<file path="config.mk">
export PLATFORM = sky130hd
export DESIGN_NAME = instr_fetch_queue
export DESIGN_NICKNAME = d
export VERILOG_FILES = /design/src/rtl/instr_fetch_queue.sv
export SDC_FILE = /design/constraint.sdc
export NUM_CORES = 1
export LEC_CHECK = 0
export CAP_MARGIN = 20
export CORE_ASPECT_RATIO = 1.25
export CORE_UTILIZATION = 50
export DETAILED_ROUTE_END_ITERATION = 8
export PLACE_DENSITY = 0.77
export SLEW_MARGIN = 20
export SYNTH_ARGS = -nofsm -noshare
export SYNTH_HDL_FRONTEND = slang
export SYNTH_SLANG_ARGS = --single-unit
</file>
<file path="constraint.sdc">
create_clock -name CLK -period 3.3 [get_ports CLK]
set_clock_uncertainty 0.2 [all_clocks]
set_input_delay 0.825 -clock CLK [delete_from_list [all_inputs] [get_ports CLK]]
set_output_delay 0.825 -clock CLK [all_outputs]
set_load 0.02 [all_outputs]
</file>
<file path="src/rtl/instr_fetch_queue.sv">
// instr_fetch_queue: accepts fetch PCs, strobes a one-cycle-latency instruction
// memory, and buffers {pc, instr, misalign} in an in-order queue for decode.
// Optional feature macro: FETCH_PERF_CNT_EN adds FETCH_CNT and FLUSH_DROP_CNT.
module instr_fetch_queue #(
  parameter int DEPTH  = 4,
  parameter int ADDR_W = 32,
  parameter int DATA_W = 32
) (
  input  logic              CLK,
  input  logic              RST,
  input  logic [ADDR_W-1:0] PC_IN,
  input  logic              PC_VALID,
  output logic              PC_READY,
  input  logic              FLUSH,
  output logic              IMEM_EN,
  output logic [ADDR_W-1:0] IMEM_ADDR,
  input  logic [DATA_W-1:0] IMEM_RDATA,
  output logic              INSTR_VALID,
  input  logic              INSTR_READY,
  output logic [DATA_W-1:0] INSTR,
  output logic [ADDR_W-1:0] INSTR_PC,
  output logic              INSTR_MISALIGN
`ifdef FETCH_PERF_CNT_EN
  ,
  output logic [31:0]       FETCH_CNT,
  output logic [31:0]       FLUSH_DROP_CNT
`endif
);

  localparam int PTR_W = $clog2(DEPTH);
  localparam int CNT_W = PTR_W + 1;
  localparam logic [CNT_W:0]  FULL_OCC = (CNT_W+1)'(DEPTH);
  localparam logic [DATA_W-1:0] NOP = DATA_W'(32'h0000_0013);

  typedef struct packed {
    logic [ADDR_W-1:0] pc;
    logic [DATA_W-1:0] instr;
    logic              misalign;
  } entry_t;

  // Stage register S1: the fetch whose memory data arrives this cycle.
  logic              s1_valid;
  logic [ADDR_W-1:0] s1_pc;
  logic              s1_mis;

  entry_t            queue_mem [DEPTH];
  entry_t            head;
  entry_t            last_q;
  entry_t            wr_entry;
  logic [PTR_W-1:0]  rd_ptr;
  logic [PTR_W-1:0]  wr_ptr;
  logic [CNT_W-1:0]  count;
  logic [CNT_W:0]    occ;

  logic accept;
  logic pc_mis;
  logic push;
  logic pop;

  // S1 reserves a queue slot, so occupancy counts it; only registered state feeds it.
  assign occ      = {1'b0, count} + {{CNT_W{1'b0}}, s1_valid};
  assign PC_READY = !RST && !FLUSH && (occ < FULL_OCC);
  assign accept   = PC_VALID && PC_READY;
  assign pc_mis   = (PC_IN[1:0] != 2'b00);

  // Misaligned fetches never touch memory; they retire as a NOP.
  assign IMEM_EN   = accept && !pc_mis;
  assign IMEM_ADDR = PC_IN;

  assign INSTR_VALID = (count != '0);
  assign push        = s1_valid && !RST && !FLUSH;
  assign pop         = INSTR_VALID && INSTR_READY && !RST && !FLUSH;

  assign head     = queue_mem[rd_ptr];
  assign wr_entry = '{pc: s1_pc, instr: (s1_mis ? NOP : IMEM_RDATA), misalign: s1_mis};

  // When empty, the outputs show the most recently consumed entry.
  assign INSTR          = INSTR_VALID ? head.instr    : last_q.instr;
  assign INSTR_PC       = INSTR_VALID ? head.pc       : last_q.pc;
  assign INSTR_MISALIGN = INSTR_VALID ? head.misalign : last_q.misalign;

  // Control state: S1, pointers, count and the held head copy.
  always_ff @(posedge CLK) begin
    // NOTE: sequential state uses non-blocking assignments so every register
    // samples pre-edge values regardless of statement order.
    if (RST) begin
      s1_valid <= 1'b0;
      s1_pc    <= '0;
      s1_mis   <= 1'b0;
      rd_ptr   <= '0;
      wr_ptr   <= '0;
      count    <= '0;
      last_q   <= '0;
    end else if (FLUSH) begin
      s1_valid <= 1'b0;
      rd_ptr   <= '0;
      wr_ptr   <= '0;
      count    <= '0;
    end else begin
      s1_valid <= accept;
      if (accept) begin
        s1_pc  <= PC_IN;
        s1_mis <= pc_mis;
      end
      if (push) wr_ptr <= wr_ptr + PTR_W'(1);
      if (pop) begin
        rd_ptr <= rd_ptr + PTR_W'(1);
        last_q <= head;
      end
      unique case ({push, pop})
        2'b10:   count <= count + CNT_W'(1);
        2'b01:   count <= count - CNT_W'(1);
        default: count <= count;
      endcase
    end
  end

  // Queue storage write at the tail.
  always_ff @(posedge CLK) begin
    // NOTE: the storage array is deliberately not reset; count and pointers
    // define which entries are meaningful, so stale contents are never visible.
    if (push) queue_mem[wr_ptr] <= wr_entry;
  end

`ifdef FETCH_PERF_CNT_EN
  // Performance counters: queue writes and entries discarded by redirects.
  always_ff @(posedge CLK) begin
    if (RST) begin
      FETCH_CNT      <= '0;
      FLUSH_DROP_CNT <= '0;
    end else begin
      if (push)  FETCH_CNT      <= FETCH_CNT + 32'd1;
      if (FLUSH) FLUSH_DROP_CNT <= FLUSH_DROP_CNT + 32'(occ);
    end
  end
`endif

endmodule

</file>
==> results of run 1 <==
## per-layer routing
layer  up-vias  global-route usage (%)
met5         -                       0
met4         0                    6.50
met1      4013                    25.9
met2       243                    37.7
li1       3604                       -
met3        42                    3.27
## state kept, by name, summed over array words and instances, names as in the netlist, named ones only
| name | count |
|---|---|
| wr_ptr | 2 |
| s1_valid | 1 |
| s1_pc | 32 |
| s1_mis | 1 |
| rd_ptr | 2 |
| queue_mem | 260 |
| last_q | 65 |
| count | 3 |
## metrics by stage
stage                     setup TNS (ns)  utilization (%)  setup WS [ns]  hold slack [ns]  std cells
after floorplan                        0                -          0.254            0.238        831
after global placement            -0.767             58.0         -0.537            0.251       1298
after detailed placement          -0.839             58.0         -0.551            0.257       1298
after CTS                         -0.576             62.5         -0.102            0.273       1380
after global routing               -1.37             63.1        -0.0935            0.284       1391
final                             -0.156             63.1        -0.0363            0.267       1391
## worst min-delay path by stage
stage / startpoint / to / slack, ns / cells after the start
finish: last_q[21]$_SDFFE_PP0P_ / last_q[21]$_SDFFE_PP0P_ / 0.27 / 1
global route: last_q[15]$_SDFFE_PP0P_ / last_q[15]$_SDFFE_PP0P_ / 0.28 / 1
CTS: last_q[16]$_SDFFE_PP0P_ / last_q[16]$_SDFFE_PP0P_ / 0.27 / 1
detailed placement: last_q[35]$_SDFFE_PP0P_ / last_q[35]$_SDFFE_PP0P_ / 0.26 / 1
global placement: last_q[0]$_SDFFE_PP0P_ / last_q[0]$_SDFFE_PP0P_ / 0.25 / 1
floorplan: last_q[0]$_SDFFE_PP0P_ / last_q[0]$_SDFFE_PP0P_ / 0.24 / 1
## repair_timing
action                                  4_1_cts  5_1_grt
hold endpoints to repair                      0        0
setup buffers                                14       10
endpoints found under the setup margin       67       53
hold buffers                                  0        0
resized for setup                           252       26
cloned                                        4        2
pin swaps                                     2        3
## synth_stat cells (2+ instances only)
master / n / area [um^2]
mux2_4: 19 / 285
clkbuf_1: 12 / 45.0
o21ai_0: 4 / 20.0
buf_4: 41 / 308
buf_2: 24 / 120
edfxtp_1: 260 / 7810
nand3_1: 33 / 165
inv_1: 5 / 18.8
mux4_2: 65 / 1460
nor2b_1: 29 / 181
buf_1: 2 / 7.51
ha_1: 5 / 62.6
a22o_1: 65 / 569
buf_6: 11 / 124
o21ai_1: 29 / 145
a21oi_1: 35 / 175
nor3_1: 2 / 10.0
xor2_1: 4 / 35.0
dfxtp_1: 108 / 2160
or2_2: 3 / 18.8
and3_1: 5 / 31.3
nor2_1: 10 / 37.5
mux2_2: 46 / 518
## kinds of logic (layout without fill, tap and decap cells)
logic type	after synthesis	after routing	synth area share, %
adder cells (fa/ha/maj)	6	6	0.571
multiplexers	131	131	15.8
AND/OR/NAND/NOR	90	90	3.57
XOR/XNOR	5	5	0.303
AO/OA/AOI/OAI	136	136	6.51
flip-flops	368	368	69.0
buffers and inverters	95	300	4.31
## final cells by class
cell class	count	area [um^2]	share of cell area [%]
Sequential cell	368	9980	55.7
Multi-Input combinational cell	368	3920	21.9
Timing Repair Buffer	231	2310	12.9
Clock buffer	50	1060	5.94
Tap cell	355	444	2.48
Clock inverter	14	166	0.929
Inverter	5	18.8	0.105
## power breakdown
group	leakage (uW)	total (uW)	switching (uW)	internal, uW
clock network	0.000603	4140	1650	2490
registers	0.00333	4990	27.9	4960
logic	0.00244	332	166	166
total	0.00637	9460	1840	7620
==> results.md, run 1 <==
* Status: complete, but fails checks
* Failing checks: setup timing
* Pwr dens at 528 nW/um^2
* Routed vias at approximately 8000
* Worst EP arrival at 2.31 ns
* Die W at 154 um
* Latest clock arrival within the worst-skew pair at 0.52 ns
* Synthesis-to-layout area growth at 23.9%
* Maximum VDD drop at 0.000304 V
* Critical path capture point: INSTR_PC[3]
* Placed cell areas at 16500 um^2
* Synth Warn # at 0
* Clock Pin Slew Worst Setup and Hold Paths at around 0.06 ns
* Buffers on Ports at 168
* Most used cell, CP: buf_4
* Largest net degree at the start of global routing at 66
* Hold Vio Cnt, Final at 0
* Reg2reg start: count[2]$_SDFFE_PP0P_
* Post-route clock period utilization at 101%
* Max Used Layer: met4
* R2R Setup Slk at approximately 1 ns
* Post-synthesis sequential area ratio at 69.0%
* Commonest non-fill, non-tap cells in the layout: edfxtp_1, dfxtp_1, clkdlybuf4s50_1, mux4_2, a22o_1
* R2R depth at 8
* Clock buffer count from CTS at 35
* Setup Crit Path Kind: reg -> out
* Levels on crit path at 6
* CP Data Required Time at 2.27 ns
* Fmax at around 0.30 GHz
* Remaining DRCs at 0
* Vias/cell at around 5.7
* Slew Limit Headroom at 39.4%
* Layout cells sized above 1 at 31.9%
* CP startpoint kind: register
* Primary FF master, synth: edfxtp_1
* Slowest stage cell on the critical path: mux4_2
* Synth unique cells at 37
* # IOs at 169
* CP bufs+invs at 4
* Delay-heaviest family, CP: multiplexers
* Nets at 1084
* Routed Wire Length at ~30000 um
* First-pass GRT wire length at roughly 46000 um
* Unrepaired setup endpoints after global routing: yes
* Initial antenna violation count at 0
* Worst-path maximum fanout at 6
* Clk sinks at between 300 and 400
* DP HPWL at 16700 um
* Post-synth ARST share at 0%
* RePlAce Congestion at 0.730
* Syn_area_per_cell at 17.4 um^2
* Leakage power at 0.00637 uW
* CTS root buf: clkbuf_16
* Htree depth at 2
* Syn nets at 906
* CP max stage delay at 0.52 ns
* Vias in the first global route at 8174
* Antenna cell count at 0
* Drt first pass iters at 4
* Starting Density at 50.9%
* Post-synth EDFFs at 260
* Max-Cap Viols at 0
* CTS tree: built
* Final slew viol count at 0
* Final setup margin at -0.0363 ns
* Fin crit period at 3.34 ns
* Longest Clk Path Bufs at 3
* Commonest non-fill, non-tap cell in the layout: edfxtp_1
* M1 wire length at roughly 12000 um
* Global Route Usage Sum at 20.9%
* Worst-path cell chain: buf_4 -> buf_12 -> buf_4 -> mux4_2 -> mux2_2 -> buf_4
* Worst-margin pin slew at around 0.91 ns
* Gr ovfl total at 0
* HP Class: reg -> reg
* Core Region at roughly 28000 um^2
* Num rows at a little under 70
* Total power at 9460 uW
* Detailed Route Iter0 Violations at 451
* Synthesized area at 14500 um^2
* Die Y-Extent at 192 um
* Met2 wire len at approximately 16000 um
* Reg-to-Reg End: count[2]$_SDFFE_PP0P_
* Die area at 29600 um^2
* Yosys reg bits at 368
* Post-route cell area at 17900 um^2
* Critical path endpoint category: primary output
* Avg WL per Cell at 22.0 um
* Routed Antenna Nets at 0
* Syn Inst Count at 831
* Finish-stage setup viols at 13
* DR WL met3 at 1480 um
* Fill count at about 2000
No activity file was read; power rests on OpenSTA's default activity.
==> run 2, diff against run 1 <==
--- a/config.mk
+++ b/config.mk
@@ -7,9 +7,10 @@
 export LEC_CHECK = 0
 export CAP_MARGIN = 20
 export CORE_ASPECT_RATIO = 1.25
-export CORE_UTILIZATION = 50
+export CORE_UTILIZATION = 45
 export DETAILED_ROUTE_END_ITERATION = 8
-export PLACE_DENSITY = 0.77
+export MAX_ROUTING_LAYER = met4
+export PLACE_DENSITY = 0.71
 export SLEW_MARGIN = 20
 export SYNTH_ARGS = -nofsm -noshare
 export SYNTH_HDL_FRONTEND = slang
==> results.md, run 2 (synthesis gave the netlist of run 1 again) <==
* Status: complete, but fails checks
* Failing checks: setup timing
* Routed vias at 7899
* Final std cells w/o fill at 1451
* Slew Limit Headroom at 40.8%
* Biggest registers after layout: queue_mem (260), last_q (65), s1_pc (32)
* Top reg by flops: queue_mem
* First-pass GRT wire length at ~47000 um
* Fin crit period at 3.31 ns
* Starting Density at 45.6%
* Htree depth at 2
* Vias in the first global route at ~8300
* Clk sinks at 368
* Worst slack, placed at -0.422 ns
* Final setup TNS at -0.0101 ns
* Remaining DRCs at 0
* Commonest non-fill, non-tap cells in the layout: edfxtp_1, dfxtp_1, clkdlybuf4s50_1, mux4_2, a22o_1
* Critical path endpoint category: primary output
* CP Data Required Time at 2.27 ns
* Die W at 162 um
* DP HPWL at approximately 17000 um
* CTS root buf: clkbuf_16
* Final slew viol count at 0
* Clock Pin Slew Worst Setup and Hold Paths at 0.06 ns
* Setup Crit Path Kind: reg -> out
* Met3 usage at 2.73%
* Core Region at about 32000 um^2
* Final setup margin at -0.0101 ns
* Finish-stage setup viols at 1
* Nets at roughly 1100
* Synthesis-to-layout area growth at 24.5%
* Worst-path maximum fanout at 5
* Post-Place Cells at 1359
* CP bufs+invs at 5
* Die area at 32800 um^2
* Num rows at 73
* Max-Cap Viols at 0
* Latest clock arrival within the worst-skew pair at between 0.5 and 0.6 ns
* HP Class: reg -> reg
* Hold Vio Cnt, Final at 0
* Maximum VDD drop at approximately 0.00050 V
* Slowest stage cell on the critical path: mux4_2
* Avg WL per Cell at 21.2 um
* Largest net degree at the start of global routing at 66
* Antenna cell count at 0
* Total power at 9530 uW
* Pwr dens at 530 nW/um^2
* Drt first pass iters at 5
* Gr ovfl total at 0
* RePlAce Congestion at 0.732
* Layout cells sized above 1 at 32.4%
* Die Y-Extent at 202 um
* Met2 GRT Util at around a third
* Global Route Usage Sum at 19.4%
* Worst EP arrival at around 2.3 ns
* # IOs at between 150 and 200
* Delay-heaviest family, CP: multiplexers
* Worst-path cell chain: buf_6 -> buf_6 -> buf_12 -> buf_12 -> mux4_2 -> mux2_4 -> buf_6
* Longest Clk Path Bufs at 3
* Buffers on Ports at roughly 170
* CP max stage delay at between 0.5 and 0.6 ns
* Post-route clock period utilization at 100%
* Initial antenna violation count at 0
* CP startpoint kind: register
* Commonest non-fill, non-tap cell in the layout: edfxtp_1
* Fmax at roughly 0.30 GHz
* Vias/cell at 5.44
* Number of flip-flops in the largest register at 260
* Unrepaired setup endpoints after global routing: yes
* Clock buffer count from CTS at 37
* Detailed Route Iter0 Violations at about 470
* Routed Antenna Nets at 0
* CTS tree: built
* GRT busiest layer: met2
* Met1 Use GR at 24.3%
* Reg2reg start: count[2]$_SDFFE_PP0P_
* WHS at 0.269 ns
* Routed Wire Length at roughly 31000 um
* Most used cell, CP: buf_6
* Fill count at approximately 2400
* Hold_sp: last_q[8]$_SDFFE_PP0P_
* Worst-margin pin slew at 0.888 ns
* Leakage power at 0.00635 uW
[run 2: final timing paths]
path,endpoint,slack [ns],cells after the start
min reg2reg,last_q[8]$_SDFFE_PP0P_,0.27,1
min,last_q[8]$_SDFFE_PP0P_,0.27,1
max reg2reg,count[2]$_SDFFE_PP0P_,1.00,9
max,INSTR_PC[5],-0.01,7
[run 2: what timing repair did]
| item | in CTS | in global routing |
|---|---|---|
| gates resized for setup | 237 | 74 |
| hold buffers | 0 | 0 |
| buffers inserted | 11 | 8 |
| pin swaps | 0 | 1 |
| gates cloned | 5 | 1 |
| endpoints found under the setup margin | 67 | 38 |
[run 2: power by group]
group          switching [uW]  leakage (uW)  internal [uW]
clock network            1680      0.000608           2530
logic                     168       0.00241            170
registers                27.2       0.00332           4960
[run 2: area by class of cell]
class | count | area [um^2] | share of cell area [%]
Multi-Input combinational cell | 368 | 3970 | 22.0
Inverter | 5 | 18.8 | 0.104
Timing Repair Buffer | 231 | 2290 | 12.7
Clock buffer | 47 | 993 | 5.52
Clock inverter | 20 | 233 | 1.29
Sequential cell | 368 | 9980 | 55.4
Tap cell | 412 | 515 | 2.86
[run 2: worst reg2reg max path, cell delays in order (launching register included)]
cell and delay [ns]:
dfxtp_1 0.38, buf_4 0.18, o31ai_2 0.14, nor2_4 0.13, ha_1 0.18, inv_1 0.06
fa_1 0.37, xor2_1 0.16, or3_1 0.30, a21oi_1 0.14
[run 2: routing by layer]
| metal | wire (um) | vias to the layer above | share of wire [%] |
|---|---|---|---|
| met1 | 12800 | 4013 | 41 |
| met2 | 15800 | 237 | 51 |
| li1 | - | 3601 | - |
| met5 | 0 | - | 0 |
| met4 | 592 | 0 | 1.9 |
| met3 | 1580 | 48 | 5.1 |
[run 2: per-stage QoR]
stage / area, um^2 / utilization [%]
4_1_cts: 17800 / 56.3
2_1_floorplan: 14500 / -
5_1_grt: 18000 / 56.8
6_report: 18000 / 56.8
3_3_place_gp: 16600 / 52.2
3_5_place_dp: 16600 / 52.2
